$ cat src/rtl/key_debounce.sv
// Ten-key synchroniser and debouncer feeding midi: clean key[9:0] plus a one-cycle ena/changed strobe.
// Define KEY_DEBOUNCE_ACTIVE_LOW_EN for active-low switches (inverted after the synchroniser).
module key_debounce #(
    parameter int TICK_DIV     = 100000,
    parameter int STABLE_TICKS = 10
) (
    input  logic       clk,
    input  logic       rst,
    input  logic [9:0] key_raw,
    output logic [9:0] key,
    output logic       ena,
    output logic [9:0] changed
);

    localparam int CNT_W = $clog2(STABLE_TICKS + 1);
    localparam int PRE_W = $clog2(TICK_DIV);
    localparam logic [CNT_W-1:0] CNT_LAST = CNT_W'(STABLE_TICKS - 1);
    localparam logic [PRE_W-1:0] PRE_LAST = PRE_W'(TICK_DIV - 1);

`ifdef KEY_DEBOUNCE_ACTIVE_LOW_EN
    localparam logic [9:0] SYNC_RST = 10'h3FF;
`else
    localparam logic [9:0] SYNC_RST = 10'h000;
`endif

    logic [9:0]       sync_p0;
    logic [9:0]       sync_p1;
    logic [9:0]       s;
    logic [PRE_W-1:0] pre_cnt;
    logic             tick;
    logic [CNT_W-1:0] cnt     [10];
    logic [CNT_W-1:0] cnt_nxt [10];
    logic [9:0]       upd;

    // Stage p0/p1: two-flop synchroniser, reset to the released switch level
    always_ff @(posedge clk or posedge rst) begin
        if (rst) begin
            sync_p0 <= SYNC_RST;
            sync_p1 <= SYNC_RST;
        end else begin
            sync_p0 <= key_raw;
            sync_p1 <= sync_p0;
        end
    end

`ifdef KEY_DEBOUNCE_ACTIVE_LOW_EN
    assign s = ~sync_p1;
`else
    assign s = sync_p1;
`endif

    // Free-running shared prescaler; tick marks the last count of each period
    always_ff @(posedge clk or posedge rst) begin
        if (rst) begin
            pre_cnt <= '0;
        end else if (pre_cnt == PRE_LAST) begin
            pre_cnt <= '0;
        end else begin
            pre_cnt <= pre_cnt + PRE_W'(1);
        end
    end

    assign tick = (pre_cnt == PRE_LAST);

    always_comb begin
        upd = '0;
        for (int n = 0; n < 10; n++) begin
            cnt_nxt[n] = cnt[n];
            if (tick) begin
                if (s[n] == key[n]) begin
                    cnt_nxt[n] = '0;
                end else if (cnt[n] == CNT_LAST) begin
                    cnt_nxt[n] = '0;
                    upd[n]     = 1'b1;
                end else begin
                    cnt_nxt[n] = cnt[n] + CNT_W'(1);
                end
            end
        end
    end

    // Debounced state and strobe update together; an accepted key always flips
    always_ff @(posedge clk or posedge rst) begin
        if (rst) begin
            key     <= '0;
            ena     <= 1'b0;
            changed <= '0;
            for (int n = 0; n < 10; n++) begin
                cnt[n] <= '0;
            end
        end else begin
            key     <= key ^ upd;
            ena     <= |upd;
            changed <= upd;
            for (int n = 0; n < 10; n++) begin
                cnt[n] <= cnt_nxt[n];
            end
        end
    end

endmodule
$ cat config.mk
export PLATFORM = sky130hd
export DESIGN_NAME = key_debounce
export DESIGN_NICKNAME = d
export VERILOG_FILES = /design/src/rtl/key_debounce.sv
export SDC_FILE = /design/constraint.sdc
export NUM_CORES = 1
export LEC_CHECK = 0
export BUFFER_PORTS_ARGS = -buffer_cell sky130_fd_sc_hd__buf_2
export CAP_MARGIN = 20
export CORE_MARGIN = 5
export CORE_UTILIZATION = 45
export CTS_BUF_LIST = sky130_fd_sc_hd__clkbuf_16
export CTS_CLUSTER_DIAMETER = 200
export CTS_CLUSTER_SIZE = 20
export DETAILED_ROUTE_END_ITERATION = 12
export PLACE_DENSITY = 0.63
export SYNTH_ARGS = -nofsm -noshare
export SYNTH_HDL_FRONTEND = slang
export SYNTH_SLANG_ARGS = --single-unit
export TNS_END_PERCENT = 20
$ cat constraint.sdc
create_clock -name clk -period 5.2 [get_ports clk]
set_clock_uncertainty 0.15 [all_clocks]
set_input_delay 0.78 -clock clk [delete_from_list [all_inputs] [get_ports clk]]
set_output_delay 0.78 -clock clk [all_outputs]
set_load 0.01 [all_outputs]
==> results.md, run 1 <==
Status:
- The run finished with clean final reports.

Clocking:
- After clock tree synthesis, the setup repair step added 0 buffers.
- The post-cts sizing count is 0.
- The clock-pin transition on the worst setup and hold timing paths is around 60 ps.
- In this run the number of H-tree levels came out at 3.
- The post-cts hold buffer count is 0.
- The clock insertion delay at the later pin of the skew report is 340 ps.
- The largest buffer count on any clock path is 2.
- The clock buffer count from CTS is 9.
- The total number of clock tree sinks is 98.
- TritonCTS built the clock tree.
- The root buffer cell chosen for the clock tree is clkbuf_16.

Floorplan:
- The full die area is ~0.012 mm^2.
- The initial standard-cell utilization of the core is 0.463.
- The floorplan step set the die height to ~110 um.
- For this design the top-level I/O count stands at 33.
- The die is about 110 um wide.
- The floorplan has 36 rows.
- The area of the core region is approximately 0.0098 mm^2.

Yosys:
- The fraction of registers with async set/reset is 1.00.
- Synthesis handed over a netlist of around 390 instances.
- In this run, synthesis produced a sequential element count of 98.
- dfrtp_1 takes more of the synthesized area than any other cell.
- The average footprint of a synthesized cell is around 12 um^2.
- Of the synthesized area, sequential elements account for 0.540.
- The number of enable-type register cells in the synthesized netlist is 0.
- The top flip-flop cell by instance count after synthesis is dfrtp_1.
- Of the post-synthesis cell area, the dominant cell type holds 0.540.
- The number of different library cells in the post-synthesis netlist is 40.
- The total number of yosys warnings is 0.
- The synthesized net count is around 420.
- By area the synthesized netlist is led by dfrtp_1, ha_1, o41ai_2, xnor2_1, o31ai_1.
- After synthesis the cells add up to around 0.0045 mm^2.

Critical path:
- Of all nets on the critical path, the largest fanout is 32.
- Traced cell by cell, the critical path runs through ha_1 > and4_1 > nand2_1 > or2_1 > buf_4 > o41ai_1.
- The endpoint of the most critical register-to-register path is cnt[39].
- Measured in cells, the most critical reg-to-reg path has a length of 6.
- At the worst endpoint, the required time is 5270 ps.
- The worst setup path is of the flop to flop kind.
- The slowest stage of the critical path belongs to the cell or2_1.
- The startpoint of the worst register-to-register path is pre_cnt[0].
- The critical path startpoint category is a flop.
- STA classifies the critical path endpoint as a flop.
- The data arrival at the endpoint of the critical path is about 2900 ps.
- The setup check on the worst reg-to-reg path leaves a slack of roughly 2400 ps.
- The delay of the slowest cell on the worst path is approximately 530 ps.

Cells and area:
- The number of antenna diodes in the final layout is 0.
- The area growth from synthesis to layout is 13.0%.
- After the last flow step, the layout net total stands at 450.
- The share of cells above drive strength 1 is 0.176.

GRT:
- Entering global routing, the biggest net connects 54 pins.
- Across every metal layer, demand over resource in global routing totals 0.146.
- The via count of the first global-routing pass is ~3,200.
- The total congestion overflow is 0.
- The first global-routing pass estimated 15,000 um of wire.
- The initial antenna violation count is 0.

Timing:
- The count of final setup violators is 0.
- The number of hold violations in the final report is 0.
- Across all hold checks on the routed design, the worst slack comes to 197 ps.
- The total negative slack for setup checks is 0 ps.
- At the pin with the least slew margin, the transition time is 667 ps.
- The worst pin sits at a relative slew slack of 0.555.
- The maximum clock frequency is between 0.3 and 0.4 GHz.
- The final critical-path required period is between 2000 and 3000 ps.
- Dividing the final minimum period by the clock period gives 0.537.
- The number of max-slew violations in the final report was 0.
- Setup repair after global routing left no endpoint under its margin.

Drt:
- The first-iteration detailed-routing DRC count is 99.
- Using the TritonRoute via totals, the vias-per-cell ratio works out to approximately 5.5.
- In the final routed layout, each cell accounts on average for roughly 15 um.
- For this run, design rule violations remaining after detail routing come to 0.
- The total via count in the routed design is a little over 3,000.
- The post-detailed-routing wire length is around 8300 um.
- The remaining number of nets flagged by the antenna check after routing is 0.
- The first detailed-routing pass ran for 4 iterations.

Power:
- The overall power is approximately 1.5 mW.
- The power density normalized to cell area is between 200 and 300 mW/mm^2.
- Summed over all cells, the static leakage comes to between 2 and 2.5 nW.
- The worst IR drop on VDD is between 0.15 and 0.2 mV.

Hold path:
- The path with the worst hold slack has its endpoint at s[3].
- The worst min-delay path startpoint is sync_p0[3].
- The path class of the lowest-slack min-delay path is flop to flop.
- The depth of the worst hold-timing path is 0.

Job:
- Across the run, the number of max-cap violations was 0.

Place:
- In this run the tool buffered the top-level ports with 32 buffer cells.
- The congestion estimate from routability-driven global placement came to around 0.75.
- The HPWL after detailed placement is between 5000 and 6000 um.
synth_stat cells, drive strengths merged, types with 6 or more instances:
cell      n
nand2b    8
or4       8
nand3    15
clkbuf   11
o21ai    13
xor2     11
nand2    14
o41a      7
xnor2    16
nor2     18
inv      22
ha       21
nor3     19
o41ai    13
o2bb2ai   7
nand3b    8
dfrtp    98
mux2      6
o31ai    17
nor4     12
a21o     10
power breakdown:
| part | switching, mW | internal (mW) |
|---|---|---|
| clock network | 0.260 | 0.411 |
| registers | 0.00319 | 0.770 |
| logic | 0.0263 | 0.00965 |
placed cells by master (no fill, tap or decap), drive strengths merged, types with 14 or more instances in the layout:
cell type   n
dfrtp      98
ha         21
nand3      15
nor2       18
xnor2      16
inv        23
o31ai      17
buf        37
nand2      14
nor3       19
how the worst max path moves through the flow:
stage                          start          to  slack (ps)  depth (start not counted)
after floorplan                  rst  changed[0]        1710                          1
after global placement    pre_cnt[0]     cnt[39]        2510                          6
after detailed placement  pre_cnt[0]     cnt[39]        2430                          6
after CTS                 pre_cnt[0]     cnt[39]        2350                          6
after global routing      pre_cnt[0]     cnt[39]        2170                          6
final                     pre_cnt[0]     cnt[39]        2410                          6
logic make-up (layout without fill, tap and decap cells):
kind of cell    count (synthesis)  count (layout)  synth area share
mux                             7               7            0.0171
buf+inv                        38              73            0.0342
simple gates                  121             121             0.155
compound gates                 73              73             0.144
xor+xnor                       27              27            0.0521
flops                          98              98             0.540
fa+ha+maj                      21              21            0.0579
cell type report:
type,count,area (um^2)
clock buffer,9,225
clock inverter,5,72.6
fill,913,4690
inverter,22,85.1
multi-input combinational,249,1930
sequential,98,2450
tap,133,166
timing repair buffer,37,198
registers in the layout (all words and copies together) (netlist names):
| signal | count |
|---|---|
| cnt | 40 |
| pre_cnt | 17 |
| changed | 10 |
| key | 10 |
| s | 10 |
| sync_p0 | 10 |
| ena | 1 |
worst max-delay path: cells and delay by family, from the launching register on:
kind            cells  cell delay (ps)
simple gates        3             1140
fa+ha+maj           1              250
compound gates      1              400
flops               1              390
buf+inv             1              330
routing by layer:
layer	up-vias	global-route usage	routed length [um]
li1	1474	-	-
met2	41	0.223	3830
met5	-	0	0
met4	0	0.0608	134
met1	1510	0.206	4080
met3	12	0.0263	232
per-stage QoR:
stage	setup slack (ps)	instance area, um^2	cells	util
after floorplan	1710	4540	385	-
after global placement	2510	4840	539	0.492
after detailed placement	2430	4840	539	0.492
after CTS	2350	5130	553	0.523
after global routing	2170	5130	553	0.523
final	2410	5130	553	0.523
Power figures use the tool's default switching activity.
==> inputs of run 2 (changes only) <==
PLACE_DENSITY = 0.66   (was 0.63)
clock period = 2.5 ns   (was 5.2 ns; I/O delays follow)
==> run 2 against run 1 <==
Compared with the run above: flip-flop and latch count unchanged; sequential power rose by 110%; combinational power grew 150%; worst setup slack lost 2100 ps.
==> results.md, run 2 (same netlist as run 1, synthesis figures left out) <==
Clocking:
- The CTS tree is yes.
- The post-CTS setup repair buffer count came to 0 (unchanged).
- The post-cts sizing count was 0 (unchanged).
- The H-tree depth is 3 (unchanged).
- The largest buffer count on any clock path is 2 (unchanged).
- The clock buffer count from CTS is 9 (unchanged).
- The clock-pin transition on the worst setup and hold timing paths is 60 ps (about the same).
- The total number of clock tree sinks was 98 (unchanged).
- The clock insertion delay at the later pin of the skew report is 340 ps (about the same).
- The clock root buffer is clkbuf_16.

Critical path:
- The data arrival at the endpoint of the critical path was 2250 ps (-610 ps).
- The worst-path maximum fanout is 41 (+28%).
- STA classifies the critical path startpoint as a flop.
- STA classifies the critical path endpoint as a flop.
- The setup slack on the worst flop-to-flop path is 330 ps (-2080 ps).
- The critical path is of the flop to flop type.
- The required arrival time at the worst endpoint is 2580 ps (-2690 ps).

Floorplan:
- The area of the core region is 0.00982 mm^2 (unchanged).
- The horizontal extent of the die is 110 um (unchanged).
- The initial standard-cell utilization of the core was 0.463 (unchanged).
- The full die area came to 0.0122 mm^2 (unchanged).
- The vertical extent of the die was 110 um (unchanged).
- The row count was 36 (unchanged).
- The number of placed I/O pins is 33 (unchanged).

Place:
- The final RePlAce weighted congestion is 0.741 (-1.0%).
- The estimated wirelength of the detail-placed design is 5050 um (-3.5%).
- The area after detailed placement is 0.00487 mm^2 (+0.75%).
- The setup slack at placement was 308 ps (-2130 ps).
- The number of port buffers is 32 (unchanged).

Cells and area:
- The share of cells above drive strength 1 is 0.182 (+0.00542).
- The total number of nets in the final design came to 463 (+2.9%).
- The summed area of non-filler cells in the final layout was 0.00528 mm^2 (+2.9%).
- The commonest non-fill, non-tap cell in the layout is dfrtp_1.
- Leaving out fill and tap cells, the most frequent cells in the layout are dfrtp_1, buf_2, inv_1.
- The largest registers in the layout are cnt x40, pre_cnt x17.
- The flip-flop count of the largest register after layout is 40 (unchanged).
- The number of fill cells was 920 (+0.77%).
- The top register by number of flip-flops is cnt.
- The area growth from synthesis to layout is 16.3%.
- The number of antenna diodes came to 0 (unchanged).

Power:
- The worst IR drop on VDD is 0.434 mV (+140%).
- The overall power is 3.14 mW (+110%).
- The total leakage power came to 2.48 nW (+2.8%).
- The power density normalized to cell area is 594 mW/mm^2 (+110%).

Drt:
- The met1 routed wirelength after detailed routing is 3890 um (-4.8%).
- The number of iterations in the first detailed-routing pass is 4 (unchanged).
- The met3 layer wire length in the routed design was 278 um (+20%).
- The average vias per placed instance is 5.42 (-1.4%).
- The routed wire length on met2 is 3820 um (-0.10%).
- The first-iteration detailed-routing DRC count was 89 (-10%).
- The highest metal layer carrying signal wires in the routed design is met4.
- The post-detailed-routing wire length came to 8090 um (-2.3%).
- The number of remaining DRC errors is 0 (unchanged).
- The remaining number of nets flagged by the antenna check after routing is 0 (unchanged).
- The total via count in the routed design is 3,077 (+1.3%).
- The final routed wire length divided by cell count is 14.2 um (-4.9%).

Timing:
- The count of final setup violators came to 0 (unchanged).
- The remaining max-slew budget at the tightest pin came to 0.625 (+0.0701).
- The slew at the pin closest to its max-slew limit is 562 ps (-105 ps).
- The maximum clock frequency was 0.461 GHz (+29%).
- The worst path setup slack after routing is 331 ps (-2080 ps).
- Setup repair after global routing left no endpoint under its margin.
- The worst slack on hold paths is 7.18 ps (-190 ps).
- The post-route fraction of the period consumed by the critical path is 0.868 (+0.331).
- The number of hold violations in the final report is 0 (unchanged).
- The number of max-slew violations in the final report was 0 (unchanged).
- The final critical-path required period came to 2170 ps (-622 ps).
- The total negative slack for setup checks is 0 ps (unchanged).

GRT:
- The total congestion overflow came to 0 (unchanged).
- The via count of the first global-routing pass is 3,133 (-0.54%).
- The combined global-route utilization of all metal layers was 0.142 (-0.00487).
- The pin count of the biggest net entering global routing is 99 (+83%).
- The initial antenna violation count is 0 (unchanged).
- The global-route wire length before repair is 14,500 um (-3.6%).

Status:
- The flow ran to the end, and the final reports show no timing, DRC or antenna violations.

Hold path:
- The path class of the lowest-slack min-delay path is primary input to asynchronous set/reset pin.

Job:
- The max-cap violation count is 0 (unchanged).
run 2: changes by cell type in the layout (fill, tap and decap cells not counted), sizes merged:
cell | previous run | this run
buf | 37 | 40
clkinv | 2 | 3
clkinvlp | 0 | 1
dlygate4sd3 | 0 | 10
run 2: repair_timing:
| item | 4_1_cts | 5_1_grt |
|---|---|---|
| endpoints found under the setup margin | 0 | 0 |
| hold buffers | 10 | 0 |
| endpoints found under the hold margin | 10 | 0 |
run 2: stage by stage:
step | utilization | instances
after floorplan | - | 385
after global placement | 0.496 | 542
after detailed placement | 0.496 | 542
after CTS | 0.538 | 568
after global routing | 0.538 | 568
final | 0.538 | 568
run 2: final timing paths:
path / startpoint / end / cells after the start
setup reg to reg: pre_cnt[0] / cnt[39] / 6
setup / recovery: pre_cnt[0] / cnt[39] / 6
min in group clk: sync_p0[1] / s[1] / 0
hold / removal: rst / pre_cnt[5] / 3
max in group asynchronous: rst / changed[2] / 3
hold reg to reg: sync_p0[1] / s[1] / 0
run 2: power by group:
| group | internal, mW | switching, mW |
|---|---|---|
| logic | 0.0335 | 0.0564 |
| registers | 1.60 | 0.00660 |
| clock network | 0.867 | 0.571 |
| total | 2.50 | 0.634 |
run 2: layer usage:
layer | track usage | vias up
li1 | - | 1497
met1 | 0.177 | 1536
met2 | 0.232 | 36
met3 | 0.0470 | 8
met4 | 0.0443 | 0
met5 | 0 | -
run 2: area by class of cell:
type	count	area, um^2	share of cell area
flip-flops and latches	98	2450	0.464
multi-input cells	249	1930	0.366
repair buffers	50	333	0.0630
clock buffers	9	225	0.0426
well taps	133	166	0.0315
clock inverters	7	86.3	0.0163
inverters	22	86.3	0.0163
run 2: worst max-delay path, stage by stage (launching register included):
cell and delay (ps):
dfrtp_1 400, ha_1 240, and4_1 230, nand2_1 90
or2_1 230, buf_4 290, o41ai_1 420
